## src/rtl/regfile_pkg.sv

```systemverilog
// regfile_pkg
//   Shared constants and types for the integer register-file write side.
//   Holds the register-file geometry, the write-buffer sizing and the
//   buffered write-entry type.
package regfile_pkg;

    localparam int ADDR_W   = 5;
    localparam int NREGS    = 32;
    localparam int DATA_W   = 64;
    localparam int ZERO_REG = 31;

    // Write-buffer geometry. DEPTH must be a power of two so that the pointers
    // wrap naturally. CNT_W must be wide enough to hold the value DEPTH itself.
    localparam int DEPTH = 2;
    localparam int PTR_W = $clog2(DEPTH);
    localparam int CNT_W = $clog2(DEPTH + 1);

    typedef logic [ADDR_W-1:0] reg_addr_t;
    typedef logic [DATA_W-1:0] reg_data_t;

    typedef struct packed {
        reg_addr_t addr;
        reg_data_t data;
    } wr_entry_t;

endpackage

```

## src/rtl/regfile_write_ctrl_decoder5_32.sv

```systemverilog
// decoder5_32
//   Combinational address-to-one-hot decoder with enable. This is the inverse
//   of the read-side 32:1 select tree.
// Ports:
//   en_i      in   1       enable; all outputs are 0 when low
//   addr_i    in   ADDR_W  register index
//   onehot_o  out  NREGS   one-hot decode of addr_i, qualified by en_i
module decoder5_32
    import regfile_pkg::*;
(
    input  logic              en_i,
    input  logic [ADDR_W-1:0] addr_i,
    output logic [NREGS-1:0]  onehot_o
);

    for (genvar gi = 0; gi < NREGS; gi++) begin : g_bit
        assign onehot_o[gi] = en_i && (addr_i == ADDR_W'(gi));
    end

endmodule

```

## src/rtl/regfile_write_ctrl.sv

```systemverilog
// regfile_write_ctrl
//   Write-side controller for the 32 x 64-bit register file. It accepts
//   write-back requests over valid/ready and buffers up to DEPTH of them while
//   the register file is stalled. It issues one registered one-hot write per
//   cycle in acceptance order. It also exports a registered pending-address
//   mask, which the hazard unit uses to detect RAW hazards.
// Ports:
//   clk           in   1       rising-edge clock
//   reset         in   1       synchronous active-high reset
//   wr_valid      in   1       write-back request valid
//   wr_ready      out  1       buffer has room (request taken when valid&&ready)
//   wr_addr       in   ADDR_W  destination register
//   wr_data       in   DATA_W  write data
//   stall         in   1       register file unavailable; nothing issues
//   we_onehot     out  NREGS   registered one-hot write enable
//   wdata_out     out  DATA_W  registered write data qualified by we_onehot
//   pending_mask  out  NREGS   registers targeted by buffered or issuing writes
//   buf_count     out  2       occupied buffer entries
module regfile_write_ctrl
    import regfile_pkg::*;
(
    input  logic              clk,
    input  logic              reset,
    input  logic              wr_valid,
    output logic              wr_ready,
    input  logic [ADDR_W-1:0] wr_addr,
    input  logic [DATA_W-1:0] wr_data,
    input  logic              stall,
    output logic [NREGS-1:0]  we_onehot,
    output logic [DATA_W-1:0] wdata_out,
    output logic [NREGS-1:0]  pending_mask,
    output logic [1:0]        buf_count
);

    // ------------------------------------------------------------------
    // State
    // ------------------------------------------------------------------
    wr_entry_t              buf_q [DEPTH];
    wr_entry_t              buf_d [DEPTH];
    logic [PTR_W-1:0]       head_q, head_d;
    logic [PTR_W-1:0]       tail_q, tail_d;
    logic [CNT_W-1:0]       count_q, count_d;
    logic [NREGS-1:0]       we_q, we_d;
    reg_data_t              wdata_q, wdata_d;
    logic [NREGS-1:0]       pend_q, pend_d;

    // ------------------------------------------------------------------
    // Handshake and control decisions
    // ------------------------------------------------------------------
    logic      accept;
    logic      push;
    logic      pop;
    logic      bypass;
    logic      enq;
    wr_entry_t head_entry;
    reg_addr_t issue_addr;
    logic      issue_en;

    assign wr_ready   = (count_q < CNT_W'(DEPTH));
    assign accept     = wr_valid && wr_ready;
    // XZR writes are consumed by the handshake but never reach the buffer.
    assign push       = accept && (wr_addr != ADDR_W'(ZERO_REG));
    assign pop        = !stall && (count_q != '0);
    // An empty, unstalled buffer forwards the request straight to the outputs.
    assign bypass     = push && (count_q == '0) && !stall;
    assign enq        = push && !bypass;
    assign head_entry = buf_q[head_q];

    // The buffer head takes priority. Bypass can only happen when the buffer
    // is empty, so the two sources never compete.
    assign issue_en   = pop || bypass;
    assign issue_addr = pop ? head_entry.addr : wr_addr;

    logic [NREGS-1:0] issue_onehot;

    decoder5_32 u_issue_dec (
        .en_i     (issue_en),
        .addr_i   (issue_addr),
        .onehot_o (issue_onehot)
    );

    // ------------------------------------------------------------------
    // Next-state logic
    // ------------------------------------------------------------------
    always_comb begin
        buf_d   = buf_q;
        head_d  = head_q;
        tail_d  = tail_q;
        count_d = count_q;
        we_d    = issue_onehot;
        wdata_d = wdata_q;

        if (pop) begin
            wdata_d = head_entry.data;
            head_d  = head_q + PTR_W'(1);
        end else if (bypass) begin
            wdata_d = wr_data;
        end

        if (enq) begin
            buf_d[tail_q] = '{addr: wr_addr, data: wr_data};
            tail_d        = tail_q + PTR_W'(1);
        end

        count_d = count_q + CNT_W'(enq) - CNT_W'(pop);
    end

    // ------------------------------------------------------------------
    // Pending mask: computed from the post-edge buffer contents, so that it
    // lines up with the registered we_onehot it is ORed with.
    // ------------------------------------------------------------------
    logic [NREGS-1:0] slot_mask [DEPTH];

    for (genvar gi = 0; gi < DEPTH; gi++) begin : g_slot
        localparam logic [PTR_W-1:0] SLOT = PTR_W'(gi);
        logic [PTR_W-1:0] offset;
        logic             slot_valid;

        // A slot is occupied when its distance from the head is below the
        // count.
        assign offset     = SLOT - head_d;
        assign slot_valid = (CNT_W'(offset) < count_d);

        decoder5_32 u_pend_dec (
            .en_i     (slot_valid),
            .addr_i   (buf_d[gi].addr),
            .onehot_o (slot_mask[gi])
        );
    end

    always_comb begin
        pend_d = we_d;
        for (int i = 0; i < DEPTH; i++) begin
            pend_d = pend_d | slot_mask[i];
        end
    end

    // ------------------------------------------------------------------
    // Registers
    // ------------------------------------------------------------------
    always_ff @(posedge clk) begin
        if (reset) begin
            for (int i = 0; i < DEPTH; i++) begin
                buf_q[i] <= '0;
            end
            head_q  <= '0;
            tail_q  <= '0;
            count_q <= '0;
            we_q    <= '0;
            wdata_q <= '0;
            pend_q  <= '0;
        end else begin
            buf_q   <= buf_d;
            head_q  <= head_d;
            tail_q  <= tail_d;
            count_q <= count_d;
            we_q    <= we_d;
            wdata_q <= wdata_d;
            pend_q  <= pend_d;
        end
    end

    assign we_onehot    = we_q;
    assign wdata_out    = wdata_q;
    assign pending_mask = pend_q;
    assign buf_count    = 2'(count_q);

endmodule

```

## config.mk

```make
export PLATFORM = sky130hd
export DESIGN_NAME = regfile_write_ctrl
export DESIGN_NICKNAME = d
export VERILOG_FILES = /design/src/rtl/regfile_pkg.sv /design/src/rtl/regfile_write_ctrl_decoder5_32.sv /design/src/rtl/regfile_write_ctrl.sv
export SDC_FILE = /design/constraint.sdc
export NUM_CORES = 1
export LEC_CHECK = 0
export ABC_AREA = 1
export CAP_MARGIN = 20
export CORE_MARGIN = 3
export CORE_UTILIZATION = 53
export DETAILED_ROUTE_END_ITERATION = 6
export PLACE_DENSITY = 0.78
export SYNTH_ARGS = -nofsm -noshare
export SYNTH_HDL_FRONTEND = slang
export SYNTH_SLANG_ARGS = --single-unit
```

## constraint.sdc

```tcl
create_clock -name clk -period 3.3 [get_ports clk]
set_input_delay 0.33 -clock clk [delete_from_list [all_inputs] [get_ports clk]]
set_output_delay 0.33 -clock clk [all_outputs]
set_load 0.01 [all_outputs]
```

==> summary.txt, run 1 <==
Max_cap viols: 0
Top-count cell post-synth: nand2_1
Fraction of layout cells with a size suffix above 1: 0.0744
Post-synth EDFFs: 0
Worst Setup Path Type: flop to flop
Setup crit end: pending_mask[24]
Final nets: 1,845
Post-DR wirelength/cell: 16.0 um
Finished Core Util: 0.687
Die Y: 155 um
Period utilization: 0.757
Remaining DRCs: 0
Setup violation total in the final timing report: 0
Critical path data arrival time: 2970 ps
Outcome: completed
Startpoint Class: flop
Worst-Margin Slew: 1100 ps
Clock-pin slew on the worst setup and hold paths: 60 ps
Hold_buf cts: 0
Sequential share of the synthesized area: 0.458
DRT antenna net count: 0
Final Hold Viols: 0
Max-slew headroom: 0.269
Vias in the first global route: 10,783
Max Fclk: 400 MHz
Grt total ovfl: 0
Antenna violations before repair: 3
Synth Warn #: 0
Max Slew Vio Count: 0
Synth cell count leaders: 349 x nand2_1, 270 x dfxtp_1, 259 x o21ai_0, 205 x nor2_1, 123 x inv_1
Total CTS buffers: 27
Htree depth: 1
Router iterations before antenna repair: 6
Placer Congestion: 0.934
Setup Skew: 9.84 ps
Detailed Route WL: 32,900 um
Pwr dens: 799 nW/um2
Mapped cell area: 11,800 um2
TritonCTS Sinks: 270
Synth Flop Type: dfxtp_1
Synth area leaders: dfxtp_1 46%, nand2_1 11%, o21ai_0 11%, nor2_1 6.5%, nand3_1 4.0%
Worst hold slack: 430 ps
Cell variety after synth: 31
Clock Tree Root: clkbuf_16
Die area: 24,100 um2
DIE WIDTH: 155 um
CP Max Fanout: 16
Area grow syn2layout: 24.7%
DRT iter0 DRCs: 867
RSZ-0062 raised after global routing: false
Top-level I/O count: 204
CTS max path bufs: 3
Vias post-DR: 11,318
Clock latency on the worst-skew pair: 530 ps
Core Area: 21,400 um2
Ys async rst share: 0
Register-to-Register Path Depth: 16
Area leader, netlist: dfxtp_1
Row count: 53
Post CTS Setup Buffer Count: 0
#FFs+latches synth: 270
Lkg Pwr: 6.22 nW
Setup crit start: buf_count[1]
First-pass GRT wire length: 53,200 um
Worst slack at placement: 464 ps
Maximum VDD drop: 0.393 mV
Largest net degree at the start of global routing: 115
Tmin final: 2500 ps
Worst min-delay path class: input port to flop
Synth Net Count: 1,709
Worst reg2reg path endpoint: pending_mask[24]
Share of the synthesized area in the top cell type: 0.458
Worst setup EP type: flop
Synth Instances: 1,634
Avg Vias per Cell: 5.48
Critical R2R Launch: buf_count[1]
Final WS setup: 802 ps
Buffers on Ports: 203
Post-detail-place hpwl: 21,200 um
Setup TNS: 0 ps
Total track usage: 0.263
CTS tree: yes
Starting Density: 0.550
Average size of a mapped cell: 7.22 um2
Required @ worst endpoint: 3780 ps
Register-to-register path setup slack: 800 ps
Resized cells post-CTS: 0
==> critical path, stage by stage, from the launching register on <==
cell and delay (ps):
dfxtp_1 430, nor2_1 120, nand2_2 90, nand3_2 80
ha_1 290, inv_1 40, ha_1 210, xnor2_1 150
nand2_1 70, nand2_1 80, nand2_1 80, inv_1 80
nor2_4 360, nand3_1 130, nand3_1 100, nand2_1 60
inv_1 70
==> worst min path at each step <==
stage,endpoint,slack (ps),start,cells past startpoint
final,flop,430,wr_data[13],3
after detailed placement,flop,440,flop,2
after global routing,flop,440,wr_data[25],3
after global placement,flop,430,flop,2
after CTS,wdata_out[44],410,wr_data[44],3
after floorplan,flop,420,flop,2
==> cell families after synthesis <==
kind of cell,count (synthesis),share of synthesized area
and+or+nand+nor,710,0.269
AOI/OAI and AO/OA,396,0.176
buffers and inverters,254,0.0932
DFF,270,0.458
xor gates and xnor gates,2,0.00149
adders and majority gates,2,0.00212
==> cell usage in the layout, fill, tap and decap left out, drive strengths merged <==
master / n
a21oi: 66
a31oi: 64
and3: 1
buf: 22
bufinv: 1
clkbuf: 41
clkdlybuf4s50: 203
clkinv: 5
dfxtp: 270
diode: 1
ha: 2
inv: 136
nand2: 369
nand3: 95
nand4: 19
nor2: 226
o21ai: 266
xnor2: 1
xor2: 1
==> routing by layer <==
| layer | up-vias | track usage | share of wire | wire, um |
|---|---|---|---|---|
| met4 | 4 | 0.103 | 0.034 | 1120 |
| met1 | 5230 | 0.337 | 0.41 | 13600 |
| met3 | 81 | 0.0439 | 0.073 | 2400 |
| met5 | - | 0 | 0.00070 | 23 |
| met2 | 438 | 0.445 | 0.48 | 15800 |
| li1 | 5565 | - | - | - |
==> metrics by stage <==
stage	area, um2	power (mW)	cells
after CTS	14700	11.8	2063
after floorplan	11800	7.24	1634
after global routing	14700	12.4	2064
final	14700	11.8	2064
after detailed placement	13800	8.72	2016
after global placement	13800	8.63	2016
==> final cells by class <==
class,count,area (um2)
clock buffers,41,810
repair buffers,225,2270
well taps,275,344
inverters,136,517
diodes,1,2.50
clock inverters,6,62.6
multi-input cells,1110,5290
flip-flops and latches,270,5410
fillers,1835,6710
==> where the power goes <==
group | leakage (nW) | internal [mW] | total (mW) | switching (mW)
Combinational | 3.58 | 1.53 | 4.49 | 2.96
Sequential | 2.21 | 3.91 | 4.25 | 0.333
Clock | 0.431 | 1.76 | 3.02 | 1.26
Total | 6.22 | 7.21 | 11.8 | 4.55
Power figures use the tool's default switching activity.
==> run 2, diff against run 1 <==
==> constraint.sdc (replaced) <==
create_clock -name clk -period 2.5 [get_ports clk]
set_input_delay 0.25 -clock clk [delete_from_list [all_inputs] [get_ports clk]]
set_output_delay 0.25 -clock clk [all_outputs]
set_load 0.01 [all_outputs]
==> summary.txt, run 2 (synthesis gave the netlist of run 1 again) <==
Outcome: completed
Register-to-Register Path Depth: 11
Part of the power in registers: 0.357
Design area: 14,800 um2
Worst-Margin Slew: 825 ps
DIE WIDTH: 155 um
Post-DP Area: 13,900 um2
Required @ worst endpoint: 2990 ps
CTS max path bufs: 3
TritonCTS Sinks: 270
Antenna violations before repair: 2
Avg Vias per Cell: 5.50
Buffers on Ports: 203
Final Hold Viols: 0
Switching part of the total: 0.382
Remaining DRCs: 0
Worst reg2reg path endpoint: pending_mask[23]
Period utilization: 0.928
Lkg Pwr: 6.29 nW
DRT iter0 DRCs: 993
Final nets: 1,855
Startpoint Class: flop
CP Max Fanout: 33
Die area: 24,100 um2
Router iterations before antenna repair: 6
Max-slew headroom: 0.450
Clock Tree Root: clkbuf_16
Tmin final: 2320 ps
Worst setup EP type: flop
DRT antenna net count: 0
Clock latency on the worst-skew pair: 540 ps
Largest net degree at the start of global routing: 110
Htree depth: 1
Maximum VDD drop: 0.609 mV
Hold_buf cts: 0
Post-DR wirelength/cell: 15.8 um
RSZ-0062 raised after global routing: false
Critical R2R Launch: buf_count[0]
Starting Density: 0.550
Comb power frac: 0.381
Clock-pin slew on the worst setup and hold paths: 60 ps
Setup crit start: buf_count[0]
Setup TNS: 0 ps
Area grow syn2layout: 25.9%
Max Fclk: 431 MHz
First-pass GRT wire length: 53,000 um
Diode count: 0
Detailed Route WL: 32,800 um
Power Total: 15.6 mW
Vias in the first global route: 10,740
Placer Congestion: 0.925
Grt total ovfl: 0
Critical path data arrival time: 2810 ps
Sw power: 5.97 mW
Setup violation total in the final timing report: 0
Worst min-delay path class: input port to flop
Total CTS buffers: 27
Commonest cells after routing, fill and taps aside: 349 x nand2_1, 267 x dfxtp_1, 259 x o21ai_0
Setup crit end: pending_mask[23]
Clock network fraction of design power: 0.262
Worst hold slack: 337 ps
Total track usage: 0.261
Internal Power: 9.67 mW
Pwr dens: 1050 nW/um2
CTS tree: yes
Final WS setup: 181 ps
Max_cap viols: 0
Core Area: 21,400 um2
Worst Setup Path Type: flop to flop
Post-detail-place hpwl: 20,900 um
Row count: 53
Die Y: 155 um
Max Slew Vio Count: 0
Worst slack at placement: -148 ps
Top-level I/O count: 204
Fraction of layout cells with a size suffix above 1: 0.0819
Setup Skew: 7.74 ps
Commonest non-fill, non-tap cell in the layout: nand2_1
Vias post-DR: 11,391
Register-to-register path setup slack: 180 ps
[run 2: cell types whose count changed in the layout (fill, tap and decap cells not counted), sizes merged]
cell,previous run,this run
buf,22,32
bufinv,1,2
clkbuf,41,37
clkinv,5,3
clkinvlp,0,2
diode,1,0
[run 2: metal layers]
metal	track usage	wire length (um)
met5	0	23
met4	0.0833	991
met3	0.0389	2270
met2	0.462	15900
met1	0.328	13500
[run 2: power by group through the flow]
stage | Combinational, mW | Sequential (mW) | Clock [mW]
2_1_floorplan | 3.85 | 5.71 | 0
4_1_cts | 5.84 | 5.59 | 4.14
6_report | 5.96 | 5.59 | 4.09
3_5_place_dp | 5.81 | 5.66 | 0
5_1_grt | 6.50 | 5.68 | 4.31
3_3_place_gp | 5.72 | 5.64 | 0
[run 2: area by class of cell]
type,instances,area [um2]
Clock buffer,37,793
Clock inverter,7,105
Fill cell,1760,6570
Inverter,136,517
Multi-Input combinational cell,1110,5290
Sequential cell,270,5410
Tap cell,275,344
Timing Repair Buffer,235,2380
[run 2: stage by stage]
stage,util,cells
after floorplan,-,1634
after global placement,0.650,2025
after detailed placement,0.650,2025
after CTS,0.692,2069
after global routing,0.693,2070
final,0.693,2070
[run 2: worst min-delay path by stage]
stage	start	endpoint	slack (ps)	depth (start not counted)
floorplan	wr_data[44]	flop	380	2
global placement	flop	flop	430	2
detailed placement	flop	flop	440	2
CTS	wr_data[62]	wdata_out[62]	320	3
global route	wr_data[53]	wdata_out[53]	350	3
finish	wr_data[26]	wdata_out[26]	340	3
[run 2: timing repair]
item,in CTS,in global routing
resized for setup,0,1
setup endpoints to repair,0,29
buffers inserted,0,1
[run 2: worst max-delay path: stages, from the launching register on]
cell,delay (ps)
dfxtp_2,360
inv_1,100
nand2_4,60
nand2_2,70
buf_4,370
nand2_1,80
o21ai_1,140
and3_1,590
nand2_1,210
nand3_1,150
nand2_1,60
inv_1,60
